[src/rtl/rst_mon_if.sv]
`default_nettype none
// ---------------------------------------------------------------------------
// rst_mon_if : observed-reset, control and status bundle for rst_mon
// Revision   : 1.0
// ---------------------------------------------------------------------------
interface rst_mon_if #(
   parameter int CNT_W = 16
);
   logic             mon_rst_ni;
   logic             clr_i;
   logic             wait_req_i;
   logic [CNT_W-1:0] wait_cycles_i;
   logic             in_reset_o;
   logic [CNT_W-1:0] low_len_o;
   logic             low_len_valid_o;
   logic             short_err_o;
   logic [7:0]       rst_count_o;
   logic [31:0]      up_cycles_o;
   logic             wait_busy_o;
   logic             wait_ack_o;
   logic             wait_abort_o;

   modport master (
      output mon_rst_ni, clr_i, wait_req_i, wait_cycles_i,
      input  in_reset_o, low_len_o, low_len_valid_o, short_err_o,
             rst_count_o, up_cycles_o, wait_busy_o, wait_ack_o, wait_abort_o
   );

   modport slave (
      input  mon_rst_ni, clr_i, wait_req_i, wait_cycles_i,
      output in_reset_o, low_len_o, low_len_valid_o, short_err_o,
             rst_count_o, up_cycles_o, wait_busy_o, wait_ack_o, wait_abort_o
   );
endinterface
`default_nettype wire

[src/rtl/rst_mon.sv]
`default_nettype none
// ---------------------------------------------------------------------------
// rst_mon : measures observed reset pulses, counts them, and serves
//           abortable clock-count waits
// Revision: 1.0
// ---------------------------------------------------------------------------
module rst_mon #(
   parameter int MIN_LOW_CYCLES = 100,
   parameter int CNT_W          = 16
) (
   input  logic     clk,
   input  logic     rst_n,
   rst_mon_if.slave bus
);
   localparam logic [0:0]       S_UP    = 1'b0;
   localparam logic [0:0]       S_LOW   = 1'b1;
   localparam logic [CNT_W-1:0] CNT_MAX = '1;
   localparam logic [CNT_W-1:0] CNT_ONE = CNT_W'(1);
   localparam logic [CNT_W-1:0] MIN_LEN = CNT_W'(MIN_LOW_CYCLES);

   logic [0:0]       state;
   logic [0:0]       state_nxt;
   logic             in_reset;
   logic             release_ev;
   logic [CNT_W-1:0] low_cnt;
   logic [CNT_W-1:0] low_len;
   logic             low_len_valid;
   logic             short_err;
   logic [7:0]       rst_count;
   logic [31:0]      up_cycles;
   logic [CNT_W-1:0] wait_cnt;
   logic             wait_busy;
   logic             wait_ack;
   logic             wait_abort;

   always_ff @(posedge clk) begin
      if (!rst_n) state <= S_UP;
      else        state <= state_nxt;
   end

   always_comb begin
      state_nxt = state;
      case (state)
         S_UP:    if (!bus.mon_rst_ni) state_nxt = S_LOW;
         S_LOW:   if (bus.mon_rst_ni)  state_nxt = S_UP;
         default: state_nxt = S_UP;
      endcase
   end

   always_comb begin
      in_reset   = (state == S_LOW);
      release_ev = (state == S_LOW) && bus.mon_rst_ni;
   end

   // Pulse measurement; a set/increment on release takes priority over clr_i.
   always_ff @(posedge clk) begin
      if (!rst_n) begin
         low_cnt       <= '0;
         low_len       <= '0;
         low_len_valid <= 1'b0;
         short_err     <= 1'b0;
         rst_count     <= '0;
         up_cycles     <= '0;
      end else begin
         low_len_valid <= 1'b0;
         if (state == S_UP) begin
            if (!bus.mon_rst_ni) low_cnt <= CNT_ONE;
         end else if (!bus.mon_rst_ni && low_cnt != CNT_MAX) begin
            low_cnt <= low_cnt + CNT_ONE;
         end

         if (release_ev) begin
            low_len       <= low_cnt;
            low_len_valid <= 1'b1;
         end

         if (release_ev && low_cnt < MIN_LEN) short_err <= 1'b1;
         else if (bus.clr_i)                  short_err <= 1'b0;

         if (release_ev) begin
            if (rst_count != 8'hFF) rst_count <= rst_count + 8'd1;
         end else if (bus.clr_i) begin
            rst_count <= '0;
         end

         if (release_ev)                                 up_cycles <= '0;
         else if (state == S_UP && up_cycles != 32'hFFFF_FFFF) up_cycles <= up_cycles + 32'd1;
      end
   end

   // wait_cnt holds the cycles still to go before the ack cycle.
   always_ff @(posedge clk) begin
      if (!rst_n) begin
         wait_cnt   <= '0;
         wait_busy  <= 1'b0;
         wait_ack   <= 1'b0;
         wait_abort <= 1'b0;
      end else begin
         wait_ack   <= 1'b0;
         wait_abort <= 1'b0;
         if (wait_busy) begin
            if (!bus.mon_rst_ni) begin
               wait_busy  <= 1'b0;
               wait_ack   <= 1'b1;
               wait_abort <= 1'b1;
            end else if (wait_cnt == CNT_ONE) begin
               wait_busy <= 1'b0;
               wait_ack  <= 1'b1;
            end else begin
               wait_cnt <= wait_cnt - CNT_ONE;
            end
         end else if (bus.wait_req_i) begin
            if (!bus.mon_rst_ni) begin
               wait_ack   <= 1'b1;
               wait_abort <= 1'b1;
            end else if (bus.wait_cycles_i <= CNT_ONE) begin
               wait_ack <= 1'b1;
            end else begin
               wait_busy <= 1'b1;
               wait_cnt  <= bus.wait_cycles_i - CNT_ONE;
            end
         end
      end
   end

   assign bus.in_reset_o      = in_reset;
   assign bus.low_len_o       = low_len;
   assign bus.low_len_valid_o = low_len_valid;
   assign bus.short_err_o     = short_err;
   assign bus.rst_count_o     = rst_count;
   assign bus.up_cycles_o     = up_cycles;
   assign bus.wait_busy_o     = wait_busy;
   assign bus.wait_ack_o      = wait_ack;
   assign bus.wait_abort_o    = wait_abort;
endmodule
`default_nettype wire

[src/flat_wrapper.sv]
// flat-port wrapper written by rule: the top's interface ports become plain ports
module rst_mon_flat 
#(
   parameter int MIN_LOW_CYCLES = 100,
   parameter int CNT_W          = 16
)
  (clk, rst_n, bus_mon_rst_ni, bus_clr_i, bus_wait_req_i, bus_wait_cycles_i, bus_in_reset_o, bus_low_len_o, bus_low_len_valid_o, bus_short_err_o, bus_rst_count_o, bus_up_cycles_o, bus_wait_busy_o, bus_wait_ack_o, bus_wait_abort_o);
  rst_mon_if #(.CNT_W(CNT_W)) bus_i ();
  input  logic clk;
  input  logic rst_n;
  input wire logic [$bits(bus_i.mon_rst_ni)-1:0] bus_mon_rst_ni;
  input wire logic [$bits(bus_i.clr_i)-1:0] bus_clr_i;
  input wire logic [$bits(bus_i.wait_req_i)-1:0] bus_wait_req_i;
  input wire logic [$bits(bus_i.wait_cycles_i)-1:0] bus_wait_cycles_i;
  output wire logic [$bits(bus_i.in_reset_o)-1:0] bus_in_reset_o;
  output wire logic [$bits(bus_i.low_len_o)-1:0] bus_low_len_o;
  output wire logic [$bits(bus_i.low_len_valid_o)-1:0] bus_low_len_valid_o;
  output wire logic [$bits(bus_i.short_err_o)-1:0] bus_short_err_o;
  output wire logic [$bits(bus_i.rst_count_o)-1:0] bus_rst_count_o;
  output wire logic [$bits(bus_i.up_cycles_o)-1:0] bus_up_cycles_o;
  output wire logic [$bits(bus_i.wait_busy_o)-1:0] bus_wait_busy_o;
  output wire logic [$bits(bus_i.wait_ack_o)-1:0] bus_wait_ack_o;
  output wire logic [$bits(bus_i.wait_abort_o)-1:0] bus_wait_abort_o;
  assign bus_i.mon_rst_ni = bus_mon_rst_ni;
  assign bus_i.clr_i = bus_clr_i;
  assign bus_i.wait_req_i = bus_wait_req_i;
  assign bus_i.wait_cycles_i = bus_wait_cycles_i;
  assign bus_in_reset_o = bus_i.in_reset_o;
  assign bus_low_len_o = bus_i.low_len_o;
  assign bus_low_len_valid_o = bus_i.low_len_valid_o;
  assign bus_short_err_o = bus_i.short_err_o;
  assign bus_rst_count_o = bus_i.rst_count_o;
  assign bus_up_cycles_o = bus_i.up_cycles_o;
  assign bus_wait_busy_o = bus_i.wait_busy_o;
  assign bus_wait_ack_o = bus_i.wait_ack_o;
  assign bus_wait_abort_o = bus_i.wait_abort_o;
  rst_mon #(.MIN_LOW_CYCLES(MIN_LOW_CYCLES), .CNT_W(CNT_W)) u_core (.clk(clk), .rst_n(rst_n), .bus(bus_i));
endmodule
[config.mk]
export PLATFORM = sky130hd
export DESIGN_NAME = rst_mon_flat
export DESIGN_NICKNAME = d
export VERILOG_FILES = /design/src/rtl/rst_mon_if.sv /design/src/rtl/rst_mon.sv /design/src/flat_wrapper.sv
export SDC_FILE = /design/constraint.sdc
export NUM_CORES = 1
export LEC_CHECK = 0
export BUFFER_PORTS_ARGS = -buffer_cell sky130_fd_sc_hd__buf_2
export CORE_MARGIN = 2
export CORE_UTILIZATION = 50
export CTS_CLUSTER_SIZE = 8
export DETAILED_ROUTE_END_ITERATION = 6
export GPL_ROUTABILITY_DRIVEN = 0
export PLACE_DENSITY = 0.72
export SLEW_MARGIN = 20
export SYNTH_ARGS = -nofsm -noshare
export SYNTH_HDL_FRONTEND = slang
export SYNTH_SLANG_ARGS = --single-unit
[constraint.sdc]
create_clock -name clk -period 3.65 [get_ports clk]
set_input_delay 1.095 -clock clk [delete_from_list [all_inputs] [get_ports clk]]
set_output_delay 1.095 -clock clk [all_outputs]
set_load 0.02 [all_outputs]
==> out/metrics.csv, run 1 <==
stage,metric,value,unit
timing,hold_viol_final,0,
drt,vias,4463,
job,max_cap_violations,0,
finish,drive_gt1_share,17.4,%
worst_setup_path,reg2reg_depth,6,
die,dieArea,0.0102,mm^2
drt,drt-initial-drc-count,165,
cts,cts_sinks,94,
worst_setup_path,worstPathRequired,3.89,ns
global_route,antenna_found_initial,0,
die,start_util,51.4,%
timing,setup-violations-final,0,
finish,layoutNonFillerInstCount,782,
logic_synthesis,synth_enable_flop_cells,0,
logic_synthesis,synth.yosys.seq_area_share,39.8,%
cts,insertion_delay,0.35,ns
cts,clockBufferDepth,2,
timing,skew,0.0125,ns
logic_synthesis,synth_common_cells,"dfxtp_1, nand2_1, nor2_1",
drt,met1Wirelength,5.20,mm
drt,drt-total-wl,11.1,mm
worst_setup_path,r2r_slack,1.02,ns
timing,fmax,319,MHz
logic_synthesis,synth.ff_latch_count,94,
power_and_ir_drop,ir_worst_vdd,190,uV
cts,numCtsBuffers,9,
worst_setup_path,critPathCaptureType,flip-flop,
status,outcome,completed,
drt,viasPerCell,5.71,
placement,numPortBuffers,82,
placement,dpl_cell_area,0.00522,mm^2
drt,wl_per_cell,14.2,um
power_and_ir_drop,leakage,1.99,nW
drt,dr.pass1.iters,4,
logic_synthesis,synth.most_common_cell,dfxtp_1,
min_path,hp-class,flip-flop to flip-flop,
die,coreArea,0.00920,mm^2
power_and_ir_drop,p_per_area,359,mW/mm^2
finish,diodes,0,
global_route,grt_pass1_wl,18.7,mm
cts,tritoncts,done,
cts,post_cts_resized,0,
die,pin_count,83,
logic_synthesis,ys_types,57,
cts,clk_pin_slew_worst_paths,0.09,ns
placement,hpwlAfterDp,8.01,mm
global_route,grt_usage,22.2,%
drt,wl_met3,411,um
timing,fin_tns_setup,0,ns
global_route,grt_pass1_vias,4090,
logic_synthesis,synth_top_area_share,39.8,%
worst_setup_path,critPathLaunchType,primary input,
die,die_x,101,um
global_route,grt_overflow,0,
logic_synthesis,avgSynthCellArea,7.97,um^2
timing,slew_violations,0,
finish,syn_to_final_growth,14.4,%
drt,ant_nets,0,
timing,tightestPinTransition,0.684,ns
worst_setup_path,crit_arrival,3.38,ns
logic_synthesis,ys_warn_count,0,
worst_setup_path,path_class,primary input to flip-flop,
finish,final_nets,694,
finish,post-route-cell-area,0.00540,mm^2
logic_synthesis,netlist_area,0.00472,mm^2
timing,period_minus_slack,3.13,ns
logic_synthesis,synth_ff_type,dfxtp_1,
global_route,grt_start_max_net_pins,34,
die,die_h,101,um
placement,post-place-cells,766,
drt,drc_errors,0,
logic_synthesis,syn_nets,621,
timing,rsz0062_at_grt,false,
cts,postCtsSetupBuffers,0,
timing,period_share,85.8,%
cts,cts_hold_buf,0,
drt,met2_length,5.23,mm
min_path,hold_depth,2,
worst_setup_path,worstPathMaxFanout,18,
logic_synthesis,postSynthCellCount,593,
drt,top_layer,met4,
logic_synthesis,ys_top_cells_by_area,"dfxtp_1, nand2_1, xnor2_1, nor2_1, a21oi_1",
logic_synthesis,synth-async-reset-ratio,0,%
cts,clockRootBuffer,clkbuf_8,
logic_synthesis,synth_top_cell_by_area,dfxtp_1,
die,rows,35,
cts,h-tree-depth,3,
timing,slew-limit-headroom,54.0,%
==> area by class of cell <==
type	instances	area (um^2)
multi-input combinational	460	2680
inverter	10	37.5
tap	111	139
clock buffer	12	155
timing repair buffer	91	478
fill	873	3790
sequential	94	1880
clock inverter	4	31.3
==> cell usage in the layout (no fill, tap or decap), types with 3 or more instances in the layout <==
| master | instances |
|---|---|
| a21oi_1 | 50 |
| and3_1 | 5 |
| and4_1 | 9 |
| buf_2 | 82 |
| buf_4 | 9 |
| clkbuf_8 | 11 |
| clkinvlp_4 | 3 |
| dfxtp_1 | 94 |
| ha_1 | 7 |
| inv_1 | 8 |
| mux2i_1 | 3 |
| nand2_1 | 81 |
| nand3_1 | 23 |
| nand4_1 | 11 |
| nor2_1 | 73 |
| nor3_1 | 24 |
| nor3b_1 | 4 |
| nor4_1 | 10 |
| nor4b_1 | 5 |
| o211ai_1 | 4 |
| o21a_1 | 4 |
| o21ai_0 | 27 |
| o21ai_1 | 4 |
| o31ai_1 | 3 |
| o32ai_1 | 3 |
| o41ai_1 | 4 |
| or3_1 | 15 |
| or4_1 | 4 |
| xnor2_1 | 33 |
| xor2_1 | 17 |
==> power by group <==
part | switching (mW) | total (mW) | internal [mW]
sequential | 0.0250 | 1.07 | 1.04
combinational | 0.143 | 0.224 | 0.0805
clock | 0.362 | 0.648 | 0.287
==> routing by layer <==
metal	global-route usage, %	vias to the layer above
li1	-	2251
met3	2.76	19
met2	35.9	98
met5	0	-
met4	9.04	0
met1	30.1	2095
==> metrics by stage <==
stage / setup slack [ns] / hold WS (ns) / util (%) / power [mW]
finish: 0.518 / 0.455 / 58.7 / 1.94
CTS: 0.517 / 0.457 / 58.7 / 1.95
floorplan: 0.647 / 0.446 / - / 1.25
global placement: 0.252 / 0.442 / 56.7 / 1.31
detailed placement: 0.135 / 0.445 / 56.7 / 1.31
global route: 0.411 / 0.486 / 58.7 / 2.02
==> kinds of logic after synthesis <==
logic type	share of synthesized area [%]
mux	0.636
buf+inv	3.44
compound gates	16.6
fa+ha+maj	1.85
simple gates	28.4
xor+xnor	9.27
flops	39.8
==> state kept, by name (all words and copies together) (netlist names) <==
| register | cells |
|---|---|
| u_core.bus.wait_abort_o | 1 |
| u_core.wait_cnt | 16 |
| u_core.bus.low_len_valid_o | 1 |
| u_core.low_cnt | 16 |
| u_core.bus.up_cycles_o | 32 |
| u_core.bus.rst_count_o | 8 |
| u_core.bus.wait_busy_o | 1 |
| u_core.bus.in_reset_o | 1 |
| u_core.bus.wait_ack_o | 1 |
| u_core.bus.short_err_o | 1 |
| u_core.bus.low_len_o | 16 |
==> worst max-delay path, cell delays in order <==
cell     delay (ns)
buf_2          0.12
or4_1          0.58
or3_1          0.38
o311a_1        0.36
o21ai_4        0.46
a21oi_1        0.09
o221a_2        0.29
==> worst paths after layout <==
path,from,endpoint
worst max-delay path,bus_wait_cycles_i[4],u_core.wait_cnt[9]$_SDFFE_PN0P_
worst max register to register,u_core.wait_cnt[7]$_SDFFE_PN0P_,u_core.wait_cnt[9]$_SDFFE_PN0P_
worst min-delay path,u_core.bus.low_len_o[5]$_SDFFE_PN0P_,u_core.bus.low_len_o[5]$_SDFFE_PN0P_
worst min register to register,u_core.bus.low_len_o[5]$_SDFFE_PN0P_,u_core.bus.low_len_o[5]$_SDFFE_PN0P_
(Power assumes the default switching activity.)
==> inputs of run 2 (changes only) <==
- CAP_MARGIN: default -> 25
- PLACE_DENSITY: 0.72 -> 0.73
==> out/metrics.csv, run 2 (synthesis gave the netlist of run 1 again) <==
stage,metric,value,unit,change
status,outcome,completed,,unchanged
finish,fin_util,58.9,%,was 58.7%
worst_setup_path,r2r_slack,1.06,ns,was 1.02 ns
cts,h-tree-depth,3,,unchanged
cts,postCtsSetupBuffers,0,,unchanged
die,rows,35,,unchanged
cts,cts_sinks,94,,unchanged
power_and_ir_drop,p_per_area,368,mW/mm^2,was 359 mW/mm^2
worst_setup_path,critPathLaunchType,primary input,,unchanged
power_and_ir_drop,finalPower,1.99,mW,was 1.94 mW
die,start_util,51.4,%,unchanged
min_path,hp-class,flip-flop to flip-flop,,unchanged
finish,layout_common_cells,"dfxtp_1, buf_2, nand2_1",,unchanged
placement,numPortBuffers,82,,unchanged
cts,post_cts_resized,0,,unchanged
timing,hold_slack,0.455,ns,about the same
timing,period_minus_slack,3.06,ns,was 3.13 ns
finish,largest_reg_flops,32,,unchanged
timing,slew_violations,0,,unchanged
finish,diodes,0,,unchanged
placement,hpwlAfterDp,8.07,mm,was 8.01 mm
cts,clockBufferDepth,2,,unchanged
placement,dpl_cell_area,0.00522,mm^2,unchanged
timing,fmax,327,MHz,was 319 MHz
drt,drc_errors,0,,unchanged
worst_setup_path,worstPathMaxFanout,15,,was 18
finish,final_nets,694,,unchanged
timing,skew,0.0101,ns,was 0.0125 ns
global_route,antenna_found_initial,0,,unchanged
global_route,grt_pass1_wl,18.3,mm,was 18.7 mm
timing,rsz0062_at_grt,false,,unchanged
power_and_ir_drop,ir_worst_vdd,177,uV,was 190 uV
cts,clk_pin_slew_worst_paths,0.08,ns,was 0.09 ns
worst_setup_path,crit_arrival,3.34,ns,was 3.38 ns
worst_setup_path,path_class,primary input to flip-flop,,unchanged
die,dieArea,0.0102,mm^2,unchanged
drt,ant_nets,0,,unchanged
power_and_ir_drop,leakage,2.01,nW,was 1.99 nW
timing,setup-violations-final,0,,unchanged
global_route,grt_usage,21.9,%,was 22.2%
timing,slew-limit-headroom,51.3,%,was 54.0%
finish,drive_gt1_share,17.3,%,was 17.4%
die,die_h,101,um,unchanged
worst_setup_path,critPathCaptureType,flip-flop,,unchanged
global_route,grt_start_max_net_pins,26,,was 34
finish,syn_to_final_growth,14.7,%,was 14.4%
worst_setup_path,worstPathRequired,3.93,ns,was 3.89 ns
finish,post-route-cell-area,0.00542,mm^2,was 0.00540 mm^2
global_route,grt_pass1_vias,3896,,was 4090
drt,vias,4482,,was 4463
cts,tritoncts,done,,unchanged
drt,drt-total-wl,11.1,mm,about the same
drt,wl_per_cell,14.2,um,about the same
die,coreArea,0.00920,mm^2,unchanged
drt,drt-initial-drc-count,198,,was 165
die,pin_count,83,,unchanged
finish,mostFrequentLayoutCell,dfxtp_1,,unchanged
timing,tightestPinTransition,0.720,ns,was 0.684 ns
drt,viasPerCell,5.73,,was 5.71
timing,hold_viol_final,0,,unchanged
timing,period_share,83.8,%,was 85.8%
cts,insertion_delay,0.35,ns,about the same
job,max_cap_violations,0,,unchanged
global_route,grt_overflow,0,,unchanged
drt,dr.pass1.iters,5,,was 4
cts,clockRootBuffer,clkbuf_8,,unchanged
die,die_x,101,um,unchanged
cts,cts_hold_buf,0,,unchanged
timing,fin_tns_setup,0,ns,unchanged
cts,numCtsBuffers,9,,unchanged
run 2: metal layers:
metal | vias to the layer above | global-route usage (%) | part of all wire [%]
met2 | 111 | 35.5 | 48
met4 | 0 | 6.76 | 1.8
li1 | 2249 | - | -
met5 | - | 0 | 0
met3 | 14 | 4.76 | 4.4
met1 | 2108 | 29.3 | 46
run 2: worst paths after layout:
check | start | to | cells past startpoint
setup reg to reg | u_core.wait_cnt[7]$_SDFFE_PN0P_ | u_core.wait_cnt[2]$_SDFFE_PN0P_ | 7
hold reg to reg | u_core.bus.low_len_o[6]$_SDFFE_PN0P_ | u_core.bus.low_len_o[6]$_SDFFE_PN0P_ | 2
hold / removal | u_core.bus.low_len_o[6]$_SDFFE_PN0P_ | u_core.bus.low_len_o[6]$_SDFFE_PN0P_ | 2
setup / recovery | bus_wait_cycles_i[4] | u_core.wait_cnt[2]$_SDFFE_PN0P_ | 8
run 2: through the flow:
| stage | setup WS, ns | cells |
|---|---|---|
| 5_1_grt | 0.491 | 782 |
| 2_1_floorplan | 0.647 | 593 |
| 4_1_cts | 0.599 | 782 |
| 3_3_place_gp | 0.311 | 766 |
| 6_report | 0.591 | 782 |
| 3_5_place_dp | 0.253 | 766 |
run 2: final cells by class:
cell class | count | area [um^2]
Clock buffer | 13 | 159
Clock inverter | 3 | 42.5
Fill cell | 850 | 3780
Inverter | 10 | 37.5
Multi-Input combinational cell | 460 | 2680
Sequential cell | 94 | 1880
Tap cell | 111 | 139
Timing Repair Buffer | 91 | 478
run 2: critical path, stage by stage:
cell and delay [ns]:
buf_2 0.12, or4_1 0.56, or3_1 0.38, o311a_1 0.36
o21ai_4 0.41, buf_4 0.22, o21ai_2 0.06, a21oi_2 0.12
run 2: power by group:
| part | switching [mW] | internal [mW] | total (mW) |
|---|---|---|---|
| clock | 0.347 | 0.354 | 0.701 |
| sequential | 0.0250 | 1.04 | 1.07 |
| combinational | 0.142 | 0.0806 | 0.223 |
